<file path="src/rtl/i2c_pkg.sv">
// Shared definitions for the I2C request arbiter: field widths, FSM
// state encoding and the round-robin winner search.
package i2c_pkg;

    localparam int ADDR_W  = 7;
    localparam int DATA_W  = 8;
    localparam int MAX_REQ = 8;

    typedef enum logic [1:0] {
        ST_IDLE   = 2'd0,
        ST_LAUNCH = 2'd1,
        ST_BUSY   = 2'd2,
        ST_DONE   = 2'd3
    } state_t;

    // Returns {valid, idx[2:0]}: the first set bit of req searching
    // cyclically from last+1 over n requesters. The loop runs downwards so
    // the nearest candidate is written last and wins.
    function automatic logic [3:0] rr_search(input logic [MAX_REQ-1:0] req,
                                             input int n,
                                             input int last);
        logic [3:0] res;
        int         c;
        res = 4'd0;
        for (int k = MAX_REQ; k >= 1; k--) begin
            if (k <= n) begin
                c = (last + k) % n;
                if (req[c[2:0]]) begin
                    res = {1'b1, c[2:0]};
                end
            end
        end
        return res;
    endfunction

endpackage

</file>
<file path="src/rtl/rr_arbiter.sv">
// Combinational round-robin winner select over NUM_REQ requesters,
// starting the search just after the previous winner.
module rr_arbiter
    import i2c_pkg::*;
#(
    parameter  int NUM_REQ = 4,
    localparam int IDX_W   = $clog2(NUM_REQ)
) (
    input  logic [NUM_REQ-1:0] i_req,
    input  logic [IDX_W-1:0]   i_last,
    output logic               o_valid,
    output logic [IDX_W-1:0]   o_idx
);

    logic [MAX_REQ-1:0] w_req8;
    logic [3:0]         w_pick;

    // Zero-extend the request vector to the width the search helper takes.
    always_comb begin
        w_req8                = '0;
        w_req8[NUM_REQ-1:0]   = i_req;
    end

    assign w_pick  = rr_search(w_req8, NUM_REQ, int'(i_last));
    assign o_valid = w_pick[3];
    assign o_idx   = IDX_W'(w_pick[2:0]);

endmodule

</file>
<file path="src/rtl/i2c_req_arbiter.sv">
// Shares one single-byte I2C master between NUM_REQ requesters.
//
// Handshake: a requester raises i_req[i] with its addr/rw/wdata stable and
// holds it until o_done[i] pulses for one cycle; it drops i_req[i] on the
// edge after that pulse. o_err and o_rdata are valid in the o_done cycle.
// Toward the master, o_m_enable is held high with stable o_m_* fields until
// i_m_ready falls (accepted) or TIMEOUT cycles pass (launch error).
module i2c_req_arbiter
    import i2c_pkg::*;
#(
    parameter  int NUM_REQ = 4,
    parameter  int TIMEOUT = 64,
    localparam int IDX_W   = $clog2(NUM_REQ)
) (
    input  logic                      clk,
    input  logic                      rst_n,
    input  logic [NUM_REQ-1:0]        i_req,
    input  logic [ADDR_W*NUM_REQ-1:0] i_req_addr,
    input  logic [NUM_REQ-1:0]        i_req_rw,
    input  logic [DATA_W*NUM_REQ-1:0] i_req_wdata,
    output logic [NUM_REQ-1:0]        o_done,
    output logic                      o_err,
    output logic [DATA_W-1:0]         o_rdata,
    output logic                      o_busy,
    output logic [IDX_W-1:0]          o_grant_idx,
    output logic [ADDR_W-1:0]         o_m_addr,
    output logic                      o_m_rw,
    output logic [DATA_W-1:0]         o_m_data_in,
    output logic                      o_m_enable,
    input  logic                      i_m_ready,
    input  logic [DATA_W-1:0]         i_m_data_out,
    output state_t                    o_dbg_state
);

    localparam int TMR_W = $clog2(TIMEOUT);

    state_t              r_state,  w_state_n;
    logic [IDX_W-1:0]    r_last,   w_last_n;
    logic [IDX_W-1:0]    r_grant,  w_grant_n;
    logic [TMR_W-1:0]    r_timer,  w_timer_n;
    logic [ADDR_W-1:0]   r_addr,   w_addr_n;
    logic                r_rw,     w_rw_n;
    logic [DATA_W-1:0]   r_wdata,  w_wdata_n;
    logic                r_enable, w_enable_n;
    logic [NUM_REQ-1:0]  r_done,   w_done_n;
    logic                r_err,    w_err_n;
    logic [DATA_W-1:0]   r_rdata,  w_rdata_n;

    logic                w_valid;
    logic [IDX_W-1:0]    w_idx;
    logic [ADDR_W-1:0]   w_addr_arr  [NUM_REQ];
    logic [DATA_W-1:0]   w_wdata_arr [NUM_REQ];

    // Unpack the flat per-requester buses so the winner can index them.
    for (genvar g = 0; g < NUM_REQ; g++) begin : g_unpack
        assign w_addr_arr[g]  = i_req_addr[g*ADDR_W +: ADDR_W];
        assign w_wdata_arr[g] = i_req_wdata[g*DATA_W +: DATA_W];
    end

    rr_arbiter #(.NUM_REQ(NUM_REQ)) u_rr (
        .i_req   (i_req),
        .i_last  (r_last),
        .o_valid (w_valid),
        .o_idx   (w_idx)
    );

    // State and datapath registers; reset leaves requester 0 on top priority.
    always_ff @(posedge clk or negedge rst_n) begin
        if (!rst_n) begin
            r_state  <= ST_IDLE;
            r_last   <= IDX_W'(NUM_REQ-1);
            r_grant  <= '0;
            r_timer  <= '0;
            r_addr   <= '0;
            r_rw     <= 1'b0;
            r_wdata  <= '0;
            r_enable <= 1'b0;
            r_done   <= '0;
            r_err    <= 1'b0;
            r_rdata  <= '0;
        end else begin
            r_state  <= w_state_n;
            r_last   <= w_last_n;
            r_grant  <= w_grant_n;
            r_timer  <= w_timer_n;
            r_addr   <= w_addr_n;
            r_rw     <= w_rw_n;
            r_wdata  <= w_wdata_n;
            r_enable <= w_enable_n;
            r_done   <= w_done_n;
            r_err    <= w_err_n;
            r_rdata  <= w_rdata_n;
        end
    end

    // Next-state and next-register values; everything holds unless a state moves it.
    always_comb begin
        w_state_n  = r_state;
        w_last_n   = r_last;
        w_grant_n  = r_grant;
        w_timer_n  = r_timer;
        w_addr_n   = r_addr;
        w_rw_n     = r_rw;
        w_wdata_n  = r_wdata;
        w_enable_n = r_enable;
        w_done_n   = r_done;
        w_err_n    = r_err;
        w_rdata_n  = r_rdata;
        case (r_state)
            ST_IDLE: begin
                // A low ready here means the master is still winding down.
                if (w_valid && i_m_ready) begin
                    w_grant_n  = w_idx;
                    w_addr_n   = w_addr_arr[w_idx];
                    w_rw_n     = i_req_rw[w_idx];
                    w_wdata_n  = w_wdata_arr[w_idx];
                    w_enable_n = 1'b1;
                    w_timer_n  = '0;
                    w_state_n  = ST_LAUNCH;
                end
            end
            ST_LAUNCH: begin
                w_timer_n = r_timer + 1'b1;
                if (!i_m_ready) begin
                    w_enable_n = 1'b0;
                    w_state_n  = ST_BUSY;
                end else if (r_timer == TMR_W'(TIMEOUT-1)) begin
                    w_enable_n         = 1'b0;
                    w_err_n            = 1'b1;
                    w_done_n           = '0;
                    w_done_n[r_grant]  = 1'b1;
                    w_state_n          = ST_DONE;
                end
            end
            ST_BUSY: begin
                // The master always returns to idle, so no timeout here.
                if (i_m_ready) begin
                    w_rdata_n          = r_rw ? i_m_data_out : r_rdata;
                    w_done_n           = '0;
                    w_done_n[r_grant]  = 1'b1;
                    w_err_n            = 1'b0;
                    w_state_n          = ST_DONE;
                end
            end
            ST_DONE: begin
                w_last_n  = r_grant;
                w_done_n  = '0;
                w_err_n   = 1'b0;
                w_state_n = ST_IDLE;
            end
            default: begin
                w_state_n = ST_IDLE;
            end
        endcase
    end

    assign o_done      = r_done;
    assign o_err       = r_err;
    assign o_rdata     = r_rdata;
    assign o_busy      = (r_state != ST_IDLE);
    assign o_grant_idx = r_grant;
    assign o_m_addr    = r_addr;
    assign o_m_rw      = r_rw;
    assign o_m_data_in = r_wdata;
    assign o_m_enable  = r_enable;
    assign o_dbg_state = r_state;

endmodule
</file>
<file path="config.mk">
export PLATFORM = sky130hd
export DESIGN_NAME = i2c_req_arbiter
export DESIGN_NICKNAME = d
export VERILOG_FILES = /design/src/rtl/i2c_pkg.sv /design/src/rtl/rr_arbiter.sv /design/src/rtl/i2c_req_arbiter.sv
export SDC_FILE = /design/constraint.sdc
export NUM_CORES = 1
export LEC_CHECK = 0
export CAP_MARGIN = 5
export CORE_ASPECT_RATIO = 1.5
export CORE_MARGIN = 3
export CORE_UTILIZATION = 35
export DETAILED_ROUTE_END_ITERATION = 8
export MAX_ROUTING_LAYER = met4
export PLACE_DENSITY_LB_ADDON = 0.12
export REMOVE_ABC_BUFFERS = 1
export SETUP_SLACK_MARGIN = 0.15
export SLEW_MARGIN = 0
export SYNTH_ARGS = -nofsm -noshare
export SYNTH_HDL_FRONTEND = slang
export SYNTH_SLANG_ARGS = --single-unit
</file>
<file path="constraint.sdc">
create_clock -name clk -period 3.4 [get_ports clk]
set_input_delay 0.51 -clock clk [delete_from_list [all_inputs] [get_ports clk]]
set_output_delay 0.51 -clock clk [all_outputs]
set_load 0.02 [all_outputs]
</file>
# ---- Yosys cells after proc, flatten, opt, wreduce, memory -nomap -nowiden
# Cells that the tools add are included.
dict set report op_classes {
  addsub 5
  order_cmp 8
  eq_ne 9
  muxes 41
  n_bitwise 5
  n_reduce_logical 16
}
# operator n
set op_table {}
lappend op_table {{$mux W4} 7}
lappend op_table {{$bmux W8 S2} 1}
lappend op_table {{$lt A3 B4 Y1 const B} 4}
lappend op_table {{$mux W8} 2}
lappend op_table {{$bmux W7 S2} 1}
lappend op_table {{$mux W7} 2}
lappend op_table {{$bmux W1 S3} 4}
lappend op_table {{$mux W1} 12}
lappend op_table {{$pmux W4 S3} 1}
lappend op_table {{$pmux W6 S2} 1}
lappend op_table {{$reduce_and A3 Y1} 3}
lappend op_table {{$mux W2} 4}
lappend op_table {{$ne A2 B2 Y1 const B} 4}
lappend op_table {{$pmux W2 S4} 1}
lappend op_table {{$reduce_or A2 Y1} 4}
lappend op_table {{$add A6 B1 Y6 const B} 1}
lappend op_table {{$eq A6 B6 Y1 const B} 1}
lappend op_table {{$lt A2 B3 Y1 const B} 2}
lappend op_table {{$mux W6} 1}
lappend op_table {{$add A2 B1 Y2 const B} 2}
lappend op_table {{$add A2 B2 Y2 const B} 2}
lappend op_table {{$and A1 B1 Y1 const A} 4}
lappend op_table {{$eq A2 B2 Y1 const B} 2}
lappend op_table {{$reduce_and A2 Y1} 2}
lappend op_table {{14 further kinds} 16}
dict set report totals {
  register_bits 42
  in_bits 79
  output_inout_bits 35
  wordCells 95
}

# ---- Depth between registers and ports, before layout
dict set report depth {
  depth_word 13
  depth_mapped 9
  mapped_depth_nobuf 7
}

# ---- Modules after synthesis
# From an unflattened synthesis, not the netlist that was laid out.
dict set report hier_totals {
  cells_unflattened 173
  area_unflattened_um2 2369.8
}
# mod instances cells_each area_each_um2 seq_area_each_um2
set modules_own_cells {}
lappend modules_own_cells {i2c_req_arbiter 1 159 2290.9 1053.5}
lappend modules_own_cells {rr_arbiter 1 14 78.8 0.0}

# ---- Worst setup path before layout
# No wires, ideal clock.
dict set report synth_path {
  path_type {input -> register}
  start {in i_req[0]}
  end {reg r_state[1], in the netlist o_dbg_state[1]}
  setup_ns 0.125
  arrival_time_ns 1.825
  required_time_ns 3.275
  path_slack_ns 1.451
  stages 6
  path_buffers 1
  path_cell_list {or4_4 -> buf_6 -> a21oi_4 -> nor2_1 -> o21ai_0 -> mux2_2}
}
dict set report synth_via {
  elab_chain_len 9
  word_cells_on_any_way 15
  cone_classes {eq/ne: 1; mux: 12; reduce/logical: 2}
}
# element line_no
set synth_rtl {}
lappend synth_rtl {{start, declared} i2c_req_arbiter.sv:17} ;# input logic [NUM_REQ-1:0] i_req,
lappend synth_rtl {{$bmux W1 S3} i2c_pkg.sv:28} ;# if (req[c[2:0]]) begin
lappend synth_rtl {{$mux W1 (not written as such)} i2c_pkg.sv:28}
lappend synth_rtl {{$mux W4 (3 in a row)} i2c_pkg.sv:28}
lappend synth_rtl {{$mux W4 *} i2c_pkg.sv:28}
lappend synth_rtl {{$logic_and A1 B1 Y1 *} i2c_req_arbiter.sv:112} ;# if (w_valid && i_m_ready) begin
lappend synth_rtl {{$ne A2 B2 Y1 (no line) *} n/a}
lappend synth_rtl {{$reduce_and A3 Y1 (no line) *} n/a}
lappend synth_rtl {{end signal, assigned} i2c_req_arbiter.sv:82} ;# r_state <= w_state_n;
lappend synth_rtl {{end, declared} i2c_req_arbiter.sv:37} ;# state_t r_state, w_state_n;
# Mark *: on every way between the ends. The rest lies on a longest branch, timed or not. The select of a mux whose other input is x is not followed.
# A chain may end at the register's enable or synchronous reset.

# ---- Final worst setup path
dict set report layout_path {
  start {reg r_state[1], in the netlist o_dbg_state[1]}
  end {out o_busy}
}
dict set report layout_via {
  elab_chain_len 1
}
# element line_no
set layout_rtl {}
lappend layout_rtl {{$reduce_bool A2 Y1} i2c_req_arbiter.sv:160} ;# assign o_busy = (r_state != ST_IDLE);
lappend layout_rtl {{end, declared} i2c_req_arbiter.sv:24} ;# output logic o_busy,
# Every way passes these cells.

==> summary.md <==
| Metric | Value |
|---|---|
| Max VDD drop | 273.1 uV |
| Worst setup startpoint | o_dbg_state[1]$_DFFE_PN0P_ |
| Routed WL | 6580 um |
| Cell Chain, Critical Path | inv_1 > ha_1 > inv_1 > clkdlybuf4s50_1 |
| Slew of the pin with the lowest slew margin | 0.9546 ns |
| Final GP Congestion | 0.7710 |
| Worst path required time | 2.89 ns |
| Hold Slack | 0.3579 ns |
| Synth-to-Final Area Change | 49.93% |
| Fin crit share | 70.46% |
| ANT cells | 0 |
| Clock sinks | 42 |
| Synth top area share | 38.97% |
| Antenna Violating Nets Remaining | 0 |
| Vias in the first global route | 2406 |
| Lkg Pwr | 1.544 nW |
| Most used cell, CP | inv_1 |
| Avg Vias per Cell | 4.952 |
| Critical Path AT | 1.89 ns |
| Global route total overflow | 0 |
| Clock root buffer | clkbuf_8 |
| Pwr dens | 731.0 mW/mm^2 |
| Initial Util | 36.75% |
| Synth top area cells | dfrtp_1 (39%), mux2_2 (7.9%), mux2i_1 (7.0%) |
| All-layer global routing usage | 16.79% |
| First-pass GRT wire length | 11340 um |
| Clock period minus final worst setup slack | 2.396 ns |
| CP Class | register to output pin |
| Crit. End Element | output pin |
| Via count | 2278 |
| Final HPWL DP | 4883 um |
| Clock Pin Slew Worst Setup and Hold Paths | 0.09 ns |
| Die area | 0.008424 mm^2 |
| Largest net degree at the start of global routing | 43 |
| Row count | 37 |
| Synth area leader | dfrtp_1 |
| Setup_tns | 0 ns |
| Drt initial violations | 74 |
| Max-slew violation count | 0 |
| Port Buffer Count | 113 |
| Yosys reg bits | 42 |
| Final nets | 447 |
| Die height | 110.9 um |
| Post-CTS sizing | 0 |
| TritonCTS clock tree | yes |
| Initial antenna violation count | 0 |
| Non-filler cells in the finished layout | 460 |
| Synth Area per Inst | 10.15 um^2 |
| Sequential area share after synthesis | 41.01% |
| EDFF count, synth | 0 |
| Most common cell after layout, fill and taps aside | clkdlybuf4s50_1 |
| Chip width | 75.95 um |
| CP max FO | 6 |
| Core area | 0.006990 mm^2 |
| Worst flop-to-flop path endpoint | o_m_addr[2]$_DFFE_PN0P_ |
| Slowest-stage cell, CP | clkdlybuf4s50_1 |
| Maximum clock path buffer count | 2 |
| RSZ-0062 raised after global routing | no |
| R2r startpoint | r_last[0]$_DFFE_PN1P_ |
| Crit path launch type | register |
| Avg WL per Cell | 14.30 um |
| Post-CTS Setup Repair Bufs | 0 |
| Fillers | 648 |
| CTS H-tree lvls | 2 |
| Initial DRT Pass Iterations | 4 |
| Fmax | 417.4 MHz |
| Post-synth top flop | dfrtp_1 |
| Hold-fix buffers, CTS | 0 |
| Synth Warn # | 0 |
| Inst Count DP | 452 |
| Setup crit end | o_busy |
| Commonest cells after routing, fill and taps aside | clkdlybuf4s50_1 (112), dfrtp_1 (40), nand3_1 (36) |
| Slew margin rel. | 36.36% |
| Worst r2r path cells | 6 |
| Clock Latency Late Sink | 0.30 ns |
| Overall power | 2.815 mW |
| Post-Synthesis Cells | 253 |
| Synth unique cells | 40 |
| MaxCap Viol Count | 0 |
| TritonCTS Buffers | 5 |
| Layout Skew | 0.007630 ns |
| DR DRC count | 0 |
| Run status | completed |
| Final core occ | 55.09% |
| Slowest Stage Delay on Critical Path | 0.63 ns |
| R2R setup slack | 1.23 ns |
| Fraction of layout instances using a drive strength above 1 | 12.67% |
| Async SR Flop Fraction | 100.0% |
| Worst min-delay path class | input pin to asynchronous set/reset pin |
| Mapped Area | 0.002569 mm^2 |
| Final Hold Vio Count | 0 |
| Setup violators final | 0 |
| Top-level port count | 114 |
stage by stage:
step	instance area [um^2]	setup slack [ns]
3_3_place_gp	3756	0.8328
3_5_place_dp	3756	0.7483
2_1_floorplan	2460	0.9412
4_1_cts	3851	0.9936
6_report	3851	1.004
5_1_grt	3851	0.8857
layer usage:
metal	up-vias	GRT usage, %	wire, um	part of all wire (%)
met5	-	-	0	0
met1	1067	20.31	2856	43
met3	7	2.602	316	4.8
li1	1129	-	-	-
met2	75	28.97	3327	51
met4	0	4.716	79	1.2
final cells by class:
class | count | area [um^2] | share of cell area, %
repair buffers | 118 | 1164 | 30.21
clock inverters | 2 | 12.51 | 0.3249
multi-input cells | 188 | 1391 | 36.13
flip-flops and latches | 42 | 1054 | 27.36
clock buffers | 6 | 82.58 | 2.144
inverters | 7 | 26.28 | 0.6823
well taps | 97 | 121.4 | 3.151
synth_stat cells (all sizes together), types with 2 or more instances:
library cell and instances:
nor2b 4, dfstp 2, mux2 29, and2 2, o21ai 10, o211ai 16, a22o 2, o31ai 2
inv 7, dfrtp 40, mux2i 18, nor2 8, a21oi 5, buf 14, a21o 2, nand3 37
clkbuf 2, nand2 30, nand2b 2, nor3 3, ha 6
registers in the layout (all words and copies together), names as in the netlist:
name,count
o_dbg_state,2
o_m_addr,7
o_rdata,8
r_last,2
o_grant_idx,2
o_m_data_in,8
o_err,1
o_done,4
r_timer,6
o_m_rw,1
o_m_enable,1
cells by family (layout without fill, tap and decap cells):
kind of cell / Yosys count / in the layout / synth area share (%)
AOI/OAI and AO/OA: 43 / 43 / 13.54
xor gates and xnor gates: 1 / 1 / 0.3410
adders and majority gates: 6 / 6 / 2.922
muxes: 47 / 47 / 19.73
and+or+nand+nor: 91 / 91 / 17.19
DFF: 42 / 42 / 41.01
buffers and inverters: 23 / 133 / 5.261
critical path: cells and delay by family, from the launching register on:
family | cells | cell delay [ns]
fa+ha+maj | 1 | 0.22
flops | 1 | 0.45
buf+inv | 3 | 0.91
where the power goes:
group	internal (mW)	switching, mW	total, mW
sequential	0.720	0.155	0.875
combinational	0.784	0.806	1.59
clock	0.164	0.186	0.350
how the worst min path moves through the flow:
stage                                      end  cells after the start
floorplan           o_dbg_state[0]$_DFFE_PN0P_                      0
global placement    o_m_data_in[5]$_DFFE_PN0P_                      2
detailed placement  o_m_data_in[5]$_DFFE_PN0P_                      2
CTS                     r_timer[5]$_DFFE_PN0P_                      1
global route             o_done[2]$_DFFE_PN0P_                      1
finish                   o_done[2]$_DFFE_PN0P_                      1
(Power assumes the default switching activity.)
